### src/rtl/bram_arb_pkg.sv
// Shared types and constants for the BRAM port arbiter.
// Optional build macro: BRAM_ARB_STATS_EN adds per-requester grant counters.
package bram_arb_pkg;

    // Upper bound on requester count and the grant-index width that covers it
    localparam int unsigned REQ_MAX = 4;
    localparam int unsigned IDX_W   = $clog2(REQ_MAX);

`ifdef BRAM_ARB_STATS_EN
    localparam int unsigned STAT_W = 32;
`endif

    // Per-requester transaction state
    typedef enum logic [1:0] {
        ST_IDLE      = 2'd0,
        ST_WAIT_DATA = 2'd1,
        ST_RESP_HOLD = 2'd2
    } req_state_e;

endpackage

### src/rtl/rr_arbiter.sv
// Round-robin arbiter: first eligible requester after the last grant wins.
module rr_arbiter
    import bram_arb_pkg::*;
#(
    parameter int unsigned NUM_REQ = 2
) (
    input  logic [NUM_REQ-1:0] i_eligible,
    input  logic [IDX_W-1:0]   i_last_grant,
    output logic [NUM_REQ-1:0] o_grant_c
);

    logic             w_found;
    logic [IDX_W-1:0] w_cand;

    // Scan requesters in rotated order starting one past the last grant
    always_comb begin
        o_grant_c = '0;
        w_found   = 1'b0;
        w_cand    = '0;
        for (int unsigned k = 1; k <= NUM_REQ; k++) begin
            w_cand = IDX_W'((32'(i_last_grant) + k) % NUM_REQ);
            for (int unsigned j = 0; j < NUM_REQ; j++) begin
                if (!w_found && i_eligible[j] && (w_cand == IDX_W'(j))) begin
                    o_grant_c[j] = 1'b1;
                    w_found      = 1'b1;
                end
            end
        end
    end

endmodule

### src/rtl/bram_port_arbiter.sv
// Shares one 1R/1W byte-enabled BRAM among NUM_REQ requesters.
// Optional build macro: BRAM_ARB_STATS_EN adds o_grant_count (saturating per-requester accepts).
module bram_port_arbiter
    import bram_arb_pkg::*;
#(
    parameter int unsigned NUM_REQ    = 2,
    parameter int unsigned DATA_WIDTH = 32,
    parameter int unsigned ADDR_WIDTH = 8
) (
    input  logic                             i_clk,
    input  logic                             i_rst_n,
    input  logic [NUM_REQ-1:0]               i_req_valid,
    output logic [NUM_REQ-1:0]               o_req_ready,
    input  logic [NUM_REQ-1:0]               i_req_write,
    input  logic [NUM_REQ*DATA_WIDTH/8-1:0]  i_req_byte_en,
    input  logic [NUM_REQ*ADDR_WIDTH-1:0]    i_req_addr,
    input  logic [NUM_REQ*DATA_WIDTH-1:0]    i_req_wdata,
    output logic [NUM_REQ-1:0]               o_resp_valid,
    input  logic [NUM_REQ-1:0]               i_resp_ready,
    output logic [NUM_REQ*DATA_WIDTH-1:0]    o_resp_rdata,
    output logic                             o_mem_read_enable,
    output logic [ADDR_WIDTH-1:0]            o_mem_read_address,
    input  logic [DATA_WIDTH-1:0]            i_mem_read_data,
    output logic                             o_mem_write_enable,
    output logic [DATA_WIDTH/8-1:0]          o_mem_write_byte_en,
    output logic [ADDR_WIDTH-1:0]            o_mem_write_address,
    output logic [DATA_WIDTH-1:0]            o_mem_write_data
`ifdef BRAM_ARB_STATS_EN
    ,
    output logic [NUM_REQ*STAT_W-1:0]        o_grant_count
`endif
);

    localparam int unsigned BE_W = DATA_WIDTH / 8;

    req_state_e                    r_state     [NUM_REQ];
    req_state_e                    w_state_nxt [NUM_REQ];
    logic [IDX_W-1:0]              r_last_grant;
    logic [NUM_REQ*DATA_WIDTH-1:0] r_rdata;
    logic [NUM_REQ-1:0]            w_eligible;
    logic [NUM_REQ-1:0]            w_grant;
    logic [IDX_W-1:0]              w_gidx;
    logic                          w_accept;

    // Only idle requesters compete; nothing is granted while reset is asserted
    always_comb begin
        w_eligible = '0;
        for (int unsigned i = 0; i < NUM_REQ; i++) begin
            w_eligible[i] = i_rst_n && i_req_valid[i] && (r_state[i] == ST_IDLE);
        end
    end

    rr_arbiter #(
        .NUM_REQ      (NUM_REQ)
    ) u_rr_arbiter (
        .i_eligible   (w_eligible),
        .i_last_grant (r_last_grant),
        .o_grant_c    (w_grant)
    );

    // Encode the one-hot grant into an index for the round-robin pointer
    always_comb begin
        w_gidx = '0;
        for (int unsigned i = 0; i < NUM_REQ; i++) begin
            if (w_grant[i]) begin
                w_gidx = IDX_W'(i);
            end
        end
    end

    assign w_accept    = |w_grant;
    assign o_req_ready = w_grant;

    // Route the granted request onto the read or write BRAM port
    always_comb begin
        o_mem_read_enable   = 1'b0;
        o_mem_read_address  = '0;
        o_mem_write_enable  = 1'b0;
        o_mem_write_byte_en = '0;
        o_mem_write_address = '0;
        o_mem_write_data    = '0;
        for (int unsigned i = 0; i < NUM_REQ; i++) begin
            if (w_grant[i]) begin
                if (i_req_write[i]) begin
                    o_mem_write_enable  = 1'b1;
                    o_mem_write_byte_en = i_req_byte_en[i*BE_W +: BE_W];
                    o_mem_write_address = i_req_addr[i*ADDR_WIDTH +: ADDR_WIDTH];
                    o_mem_write_data    = i_req_wdata[i*DATA_WIDTH +: DATA_WIDTH];
                end else begin
                    o_mem_read_enable   = 1'b1;
                    o_mem_read_address  = i_req_addr[i*ADDR_WIDTH +: ADDR_WIDTH];
                end
            end
        end
    end

    // Per-requester next state: reads wait one cycle for data, then hold until consumed
    always_comb begin
        for (int unsigned i = 0; i < NUM_REQ; i++) begin
            w_state_nxt[i] = r_state[i];
            case (r_state[i])
                ST_IDLE:      if (w_grant[i] && !i_req_write[i]) w_state_nxt[i] = ST_WAIT_DATA;
                ST_WAIT_DATA: w_state_nxt[i] = ST_RESP_HOLD;
                ST_RESP_HOLD: if (i_resp_ready[i]) w_state_nxt[i] = ST_IDLE;
                default:      w_state_nxt[i] = ST_IDLE;
            endcase
        end
    end

    // Per-requester state registers
    always_ff @(posedge i_clk or negedge i_rst_n) begin
        if (!i_rst_n) begin
            for (int unsigned i = 0; i < NUM_REQ; i++) r_state[i] <= ST_IDLE;
        end else begin
            for (int unsigned i = 0; i < NUM_REQ; i++) r_state[i] <= w_state_nxt[i];
        end
    end

    // Round-robin pointer moves only when a request is accepted
    always_ff @(posedge i_clk or negedge i_rst_n) begin
        if (!i_rst_n) begin
            r_last_grant <= IDX_W'(NUM_REQ - 1);
        end else if (w_accept) begin
            r_last_grant <= w_gidx;
        end
    end

    // Capture BRAM read data in the cycle after the read was issued
    always_ff @(posedge i_clk or negedge i_rst_n) begin
        if (!i_rst_n) begin
            r_rdata <= '0;
        end else begin
            for (int unsigned i = 0; i < NUM_REQ; i++) begin
                if (r_state[i] == ST_WAIT_DATA) begin
                    r_rdata[i*DATA_WIDTH +: DATA_WIDTH] <= i_mem_read_data;
                end
            end
        end
    end

    // Response valid is a pure decode of the held state
    always_comb begin
        o_resp_valid = '0;
        for (int unsigned i = 0; i < NUM_REQ; i++) begin
            o_resp_valid[i] = (r_state[i] == ST_RESP_HOLD);
        end
    end

    assign o_resp_rdata = r_rdata;

`ifdef BRAM_ARB_STATS_EN
    logic [NUM_REQ*STAT_W-1:0] r_grant_count;

    // Saturating accept counters, one per requester
    always_ff @(posedge i_clk or negedge i_rst_n) begin
        if (!i_rst_n) begin
            r_grant_count <= '0;
        end else begin
            for (int unsigned i = 0; i < NUM_REQ; i++) begin
                if (w_grant[i] && (r_grant_count[i*STAT_W +: STAT_W] != {STAT_W{1'b1}})) begin
                    r_grant_count[i*STAT_W +: STAT_W] <= r_grant_count[i*STAT_W +: STAT_W] + STAT_W'(1);
                end
            end
        end
    end

    assign o_grant_count = r_grant_count;
`endif

endmodule

### config.mk
export PLATFORM = sky130hd
export DESIGN_NAME = bram_port_arbiter
export DESIGN_NICKNAME = d
export VERILOG_FILES = /design/src/rtl/bram_arb_pkg.sv /design/src/rtl/rr_arbiter.sv /design/src/rtl/bram_port_arbiter.sv
export SDC_FILE = /design/constraint.sdc
export NUM_CORES = 1
export LEC_CHECK = 0
export ABC_CLOCK_PERIOD_IN_PS = 2000
export BUFFER_PORTS_ARGS = -buffer_cell sky130_fd_sc_hd__buf_4
export CAP_MARGIN = 20
export CORE_ASPECT_RATIO = 0.6
export CORE_MARGIN = 1.5
export CORE_UTILIZATION = 35
export CTS_CLUSTER_SIZE = 28
export DETAILED_ROUTE_END_ITERATION = 16
export PLACE_DENSITY = 0.71
export SLEW_MARGIN = 40
export SYNTH_ARGS = -nofsm -noshare
export SYNTH_HDL_FRONTEND = slang
export SYNTH_SLANG_ARGS = --single-unit
export TNS_END_PERCENT = 5
### constraint.sdc
create_clock -name i_clk -period 2 [get_ports i_clk]
set_clock_uncertainty 0.15 [all_clocks]
set_input_delay 0.4 -clock i_clk [delete_from_list [all_inputs] [get_ports i_clk]]
set_output_delay 0.4 -clock i_clk [all_outputs]
set_load 0.01 [all_outputs]
Word level (Yosys, flattened, before mapping)
Index checks and enable logic that the tools add are counted.

Reductions and logical operators: 25. Eq/ne operators: 8. Muxes and demuxes: 37. Add/subtract/negate cells: 2.

Operator list (count): 2-to-1 mux 32 bit (4); 2-to-1 mux 8 bit (8); 2-to-1 mux 4 bit (4); 2-to-1 mux 1 bit (15); logical AND 1 bit (13); case mux 2 bit (3 select lines) (2); zero test 2 bit (4); 2-to-1 mux 2 bit (4); != test 2 x 1 -> 1 bit (second input constant) (4); zero test 1 bit (5); == test 2 x 1 -> 1 bit (second input constant) (2); == test 2 bit (second input constant) (2); AND reduction 2 bit (2); adder 1 bit (second input constant) (2); OR reduction 2 bit (1).

Bits in registers: 69. Input bits: 128. Output and inout port bits: 122. Word-level logic and storage cells: 77.

Depth between registers and ports, before layout
Depth after elaboration: 19. Depth in mapped cells: 4. Gate-level depth less buffers: 3.

By module
Synthesis repeated with hierarchy kept, for this count alone.

Cell total of the unflattened synthesis: 343. Area, all modules: 3928.8 um^2.

Modules (own cells, without submodules): bram_port_arbiter (area an instance 3910.0 um^2, times used 1, seq. area each 1727.9 um^2, cells each 340); rr_arbiter (area an instance 18.8 um^2, times used 1, seq. area each 0.0 um^2, cells each 3).

Worst setup path before layout
No wires, ideal clock.

Path type: flip-flop to output port. Start point: reg r_state[0] (netlist name). End point: out o_mem_write_data[10]. Arrival: 1.392 ns. Setup slack: 0.058 ns. Stages on the path, launching flop included: 5. Data required time: 1.450 ns. Cell sequence: dfrtp_1 -> nand4bb_4 -> nor3b_4 -> buf_6 -> a22o_1.

Cells in the longest elaborated chain, start to end: 14. Elaborated cells between the ends (all ways): 18. Classes of those cells: mux: 8; reduce/logical: 10.

RTL lines: start: declaration (line bram_port_arbiter.sv:36) `req_state_e r_state [NUM_REQ];`; zero test 2 bit (*) (line bram_port_arbiter.sv:49) `w_eligible[i] = i_rst_n && i_req_valid[i] && (r_state[i] == ST_IDLE);`; logical AND 1 bit (*) (line bram_port_arbiter.sv:49); logical AND 1 bit (2 in a row) (line rr_arbiter.sv:23) `if (!w_found && i_eligible[j] && (w_cand == IDX_W'(j))) begin`; 2-to-1 mux 1 bit (line rr_arbiter.sv:23); zero test 1 bit (line rr_arbiter.sv:23); logical AND 1 bit (2 in a row) (line rr_arbiter.sv:23); 2-to-1 mux 1 bit (line rr_arbiter.sv:23); zero test 1 bit (line rr_arbiter.sv:23); logical AND 1 bit (2 in a row) (line rr_arbiter.sv:23); 2-to-1 mux 1 bit (line rr_arbiter.sv:23); 2-to-1 mux 32 bit (*) (line bram_port_arbiter.sv:83) `if (w_grant[i]) begin`; end: declaration (line bram_port_arbiter.sv:27) `output logic [DATA_WIDTH-1:0] o_mem_write_data`.

Mark *: on every way between the ends. The rest lies on a longest branch, timed or not.

Worst setup path in the final report
Start point: reg r_state[0] (netlist name). End point: out o_mem_write_data[1].

Same word-level chain as after synthesis.

==> flow_summary.toml <==
[timing]
finalCriticalPeriod_ns = 2.408
achievable-frequency_mhz = 415.3
period_share_pct = 120.4
final_hold_viol_count = 0
setup_slack_of_the_critical_path_after_layout_ns = -0.4080
rsz0062_at_grt = "true"
whs_ns = 0.08984
worst_slew_margin_rel_pct = 62.35
setup_violations = 54
setup_tns_ns = -20.18
report.final.slew_viol_count = 0
transition_time_at_the_pin_with_the_least_slew_margin_ns = 0.5648

[synth]
mappedNetlistArea_um2 = 3296
synthArstFlopShare_pct = 100.0
yosysTopAreaCell = "sky130_fd_sc_hd__dfrtp_1"
dominantRegCellSynth = "sky130_fd_sc_hd__dfrtp_1"
synth_area_leaders = "sky130_fd_sc_hd__dfrtp_1 (52%), sky130_fd_sc_hd__mux2_2 (22%), sky130_fd_sc_hd__a22o_2 (9.4%)"
yosysSeqAreaShare_pct = 52.43
yosys.cell_types.count = 19
syn-mean-instance-area_um2 = 14.78
postSynthCellCount = 223
number_of_enable_type_register_cells_in_the_synthesized_netlist = 0
mappedNetlistNets = 351
synth_register_bits = 69
synth-warning-count = 0
synth.top_cell.area_share_pct = 51.63

[finish]
final_cell_count_no_fill = 627
post-route-util_pct = 63.80
final_common_cell = "sky130_fd_sc_hd__buf_4"
layout-drive-gt1-share_pct = 79.68
area_growth_syn_to_layout_pct = 77.22
antenna-diode-count = 0
final_nets = 620
layout_common_cells = "sky130_fd_sc_hd__buf_4 (248), sky130_fd_sc_hd__dfrtp_1 (68), sky130_fd_sc_hd__mux2_2 (64), sky130_fd_sc_hd__a22o_2 (30), sky130_fd_sc_hd__a22o_1 (21)"

[worst_setup_path]
cpPeakStageDelay_ns = 0.42
critPathLaunchType = "register"
cp_slowest_cell = "sky130_fd_sc_hd__dfrtp_1"
worst_reg2reg_endpoint = "o_resp_rdata[33]"
start_of_the_worst_register_to_register_path = "r_state[1]"
worstSetupEndpointType = "primary output"
r2r_cells = 4
crit_required_ns = 1.45
worstPathArrival_ns = 1.86
rrSetupSlack_ns = 0.42
critPathMaxFanout = 33
critPathKind = "reg2out"
cp_cell_sequence = "nor4b_4, nor3b_4, buf_12, a22o_2, buf_4"

[clock_network]
clock_latency_ns = 0.32
cts_root_buf = "sky130_fd_sc_hd__clkbuf_16"
clk_transition_reported_paths_ns = 0.06
tritoncts = "yes"
ctsHtreeMaxLevel = 3
clock-sinks = 69
cts_buffers = 9
clock_path_buffers = 2

[grt]
gr-total-overflow = 0
grt_max_degree = 65
grt_pass1_vias = 3115
grt_pass1_wl_um = 16930
grt_use_total_pct = 22.05
grt_antenna_before_repair = 0

[power_and_ir_drop]
clock_power_share_pct = 23.4
cellInternalPower_mw = 4.277
cellPowerDensity_nw_per_um2 = 1048
p_comb_share_pct = 39.9
p_leak_nw = 2.895
ir_drop_mv = 0.7331
power.sequential.fraction_pct = 36.7
sw_frac_of_total_pct = 30.15
total_switching_power_mw = 1.846

[placed_design]
buffer_ports.inserted = 249
worst_setup_slack_before_clock_tree_synthesis_ns = -0.1878
global_placer_s_final_weighted_congestion = 0.7591
dp_hpwl_um = 8424
post-place-cells = 601

[detailed_routing]
via_per_inst = 4.836
drt_first_pass_iters = 4
drt_drc_violations_left = 0
detail_route.iter0.violations = 89
ant_nets = 0
detail_route.wirelength_um = 11210
detail_route.wl_per_cell_um = 17.88
via_count = 3032

[floorplan]
placementRows = 27
die_height_um = 78.17
floorplan.initialDensity_pct = 36.00
die_width_um = 128.3
io-pin-count = 250
design.core.area_um2 = 9155
design.die.area_um2 = 10030

[min_path]
holdCritPathClass = "in2async"

[status]
failed_checks = "negative setup slack"
run_status = "finished, violations left"

[job]
max-cap-violations = 0
registers in the layout (all words and copies together), names as in the netlist:
register / flops
o_resp_rdata: 64
r_last_grant: 1
r_state: 4
power groups by stage:
stage	logic (mW)	clock network, mW	registers (mW)
floorplan	0.735	0	2.49
global route	2.59	1.54	2.32
finish	2.44	1.43	2.25
detailed placement	2.38	0	2.27
CTS	2.47	1.47	2.25
global placement	2.34	0	2.23
kinds of logic after synthesis:
family	after synthesis	share of synthesized area, %
AOI/OAI and AO/OA	55	15.45
buffers and inverters	18	4.138
DFF	69	52.43
muxes	64	21.87
and+or+nand+nor	17	6.112
how the worst max path moves through the flow:
stage               slack (ns)               endpoint  startpoint
floorplan                 0.06   o_mem_write_data[10]  r_state[0]
global placement         -0.15  o_mem_read_address[7]     i_rst_n
detailed placement       -0.19  o_mem_read_address[0]     i_rst_n
CTS                      -0.43   o_mem_write_data[25]  r_state[0]
global route             -0.48    o_mem_write_data[1]  r_state[0]
finish                   -0.41    o_mem_write_data[1]  r_state[0]
synth_stat cells, types with 3 or more instances:
cell type and count:
sky130_fd_sc_hd__a22o_2 31, sky130_fd_sc_hd__mux2_2 64, sky130_fd_sc_hd__o21ai_0 3, sky130_fd_sc_hd__buf_2 7
sky130_fd_sc_hd__nand2b_1 4, sky130_fd_sc_hd__a22o_1 21, sky130_fd_sc_hd__dfrtp_1 68, sky130_fd_sc_hd__buf_6 8
per-stage QoR:
stage / area [um^2] / power [mW]
detailed placement: 5341 / 4.648
global placement: 5341 / 4.568
global route: 5841 / 6.455
CTS: 5818 / 6.187
floorplan: 3296 / 3.229
finish: 5841 / 6.122
cell type report:
class | instances | area, um^2
multi-input combinational | 136 | 1453
tap | 130 | 162.7
inverter | 2 | 7.507
timing repair buffer | 274 | 2216
clock buffer | 10 | 229.0
sequential | 69 | 1728
fill | 720 | 3314
clock inverter | 6 | 45.04
worst max-delay path, delay by kind of cell, from the launching register on:
kind | cells | cell delay [ns]
buffers and inverters | 2 | 0.33
AOI/OAI and AO/OA | 1 | 0.27
and+or+nand+nor | 2 | 0.52
DFF | 1 | 0.42
routing by layer:
layer | wire length [um] | global-route usage [%]
met4 | 291 | 8.202
met2 | 5465 | 37.20
met3 | 1033 | 9.202
met1 | 4423 | 25.12
met5 | 0 | 0
repair_timing:
action,in CTS,in global routing
setup buffers,7,0
pin swaps,17,7
hold endpoints to repair,4,0
resized for setup,21,4
hold buffers,1,0
cloned,2,0
endpoints found under the setup margin,54,56
Power figures use the tool's default switching activity.
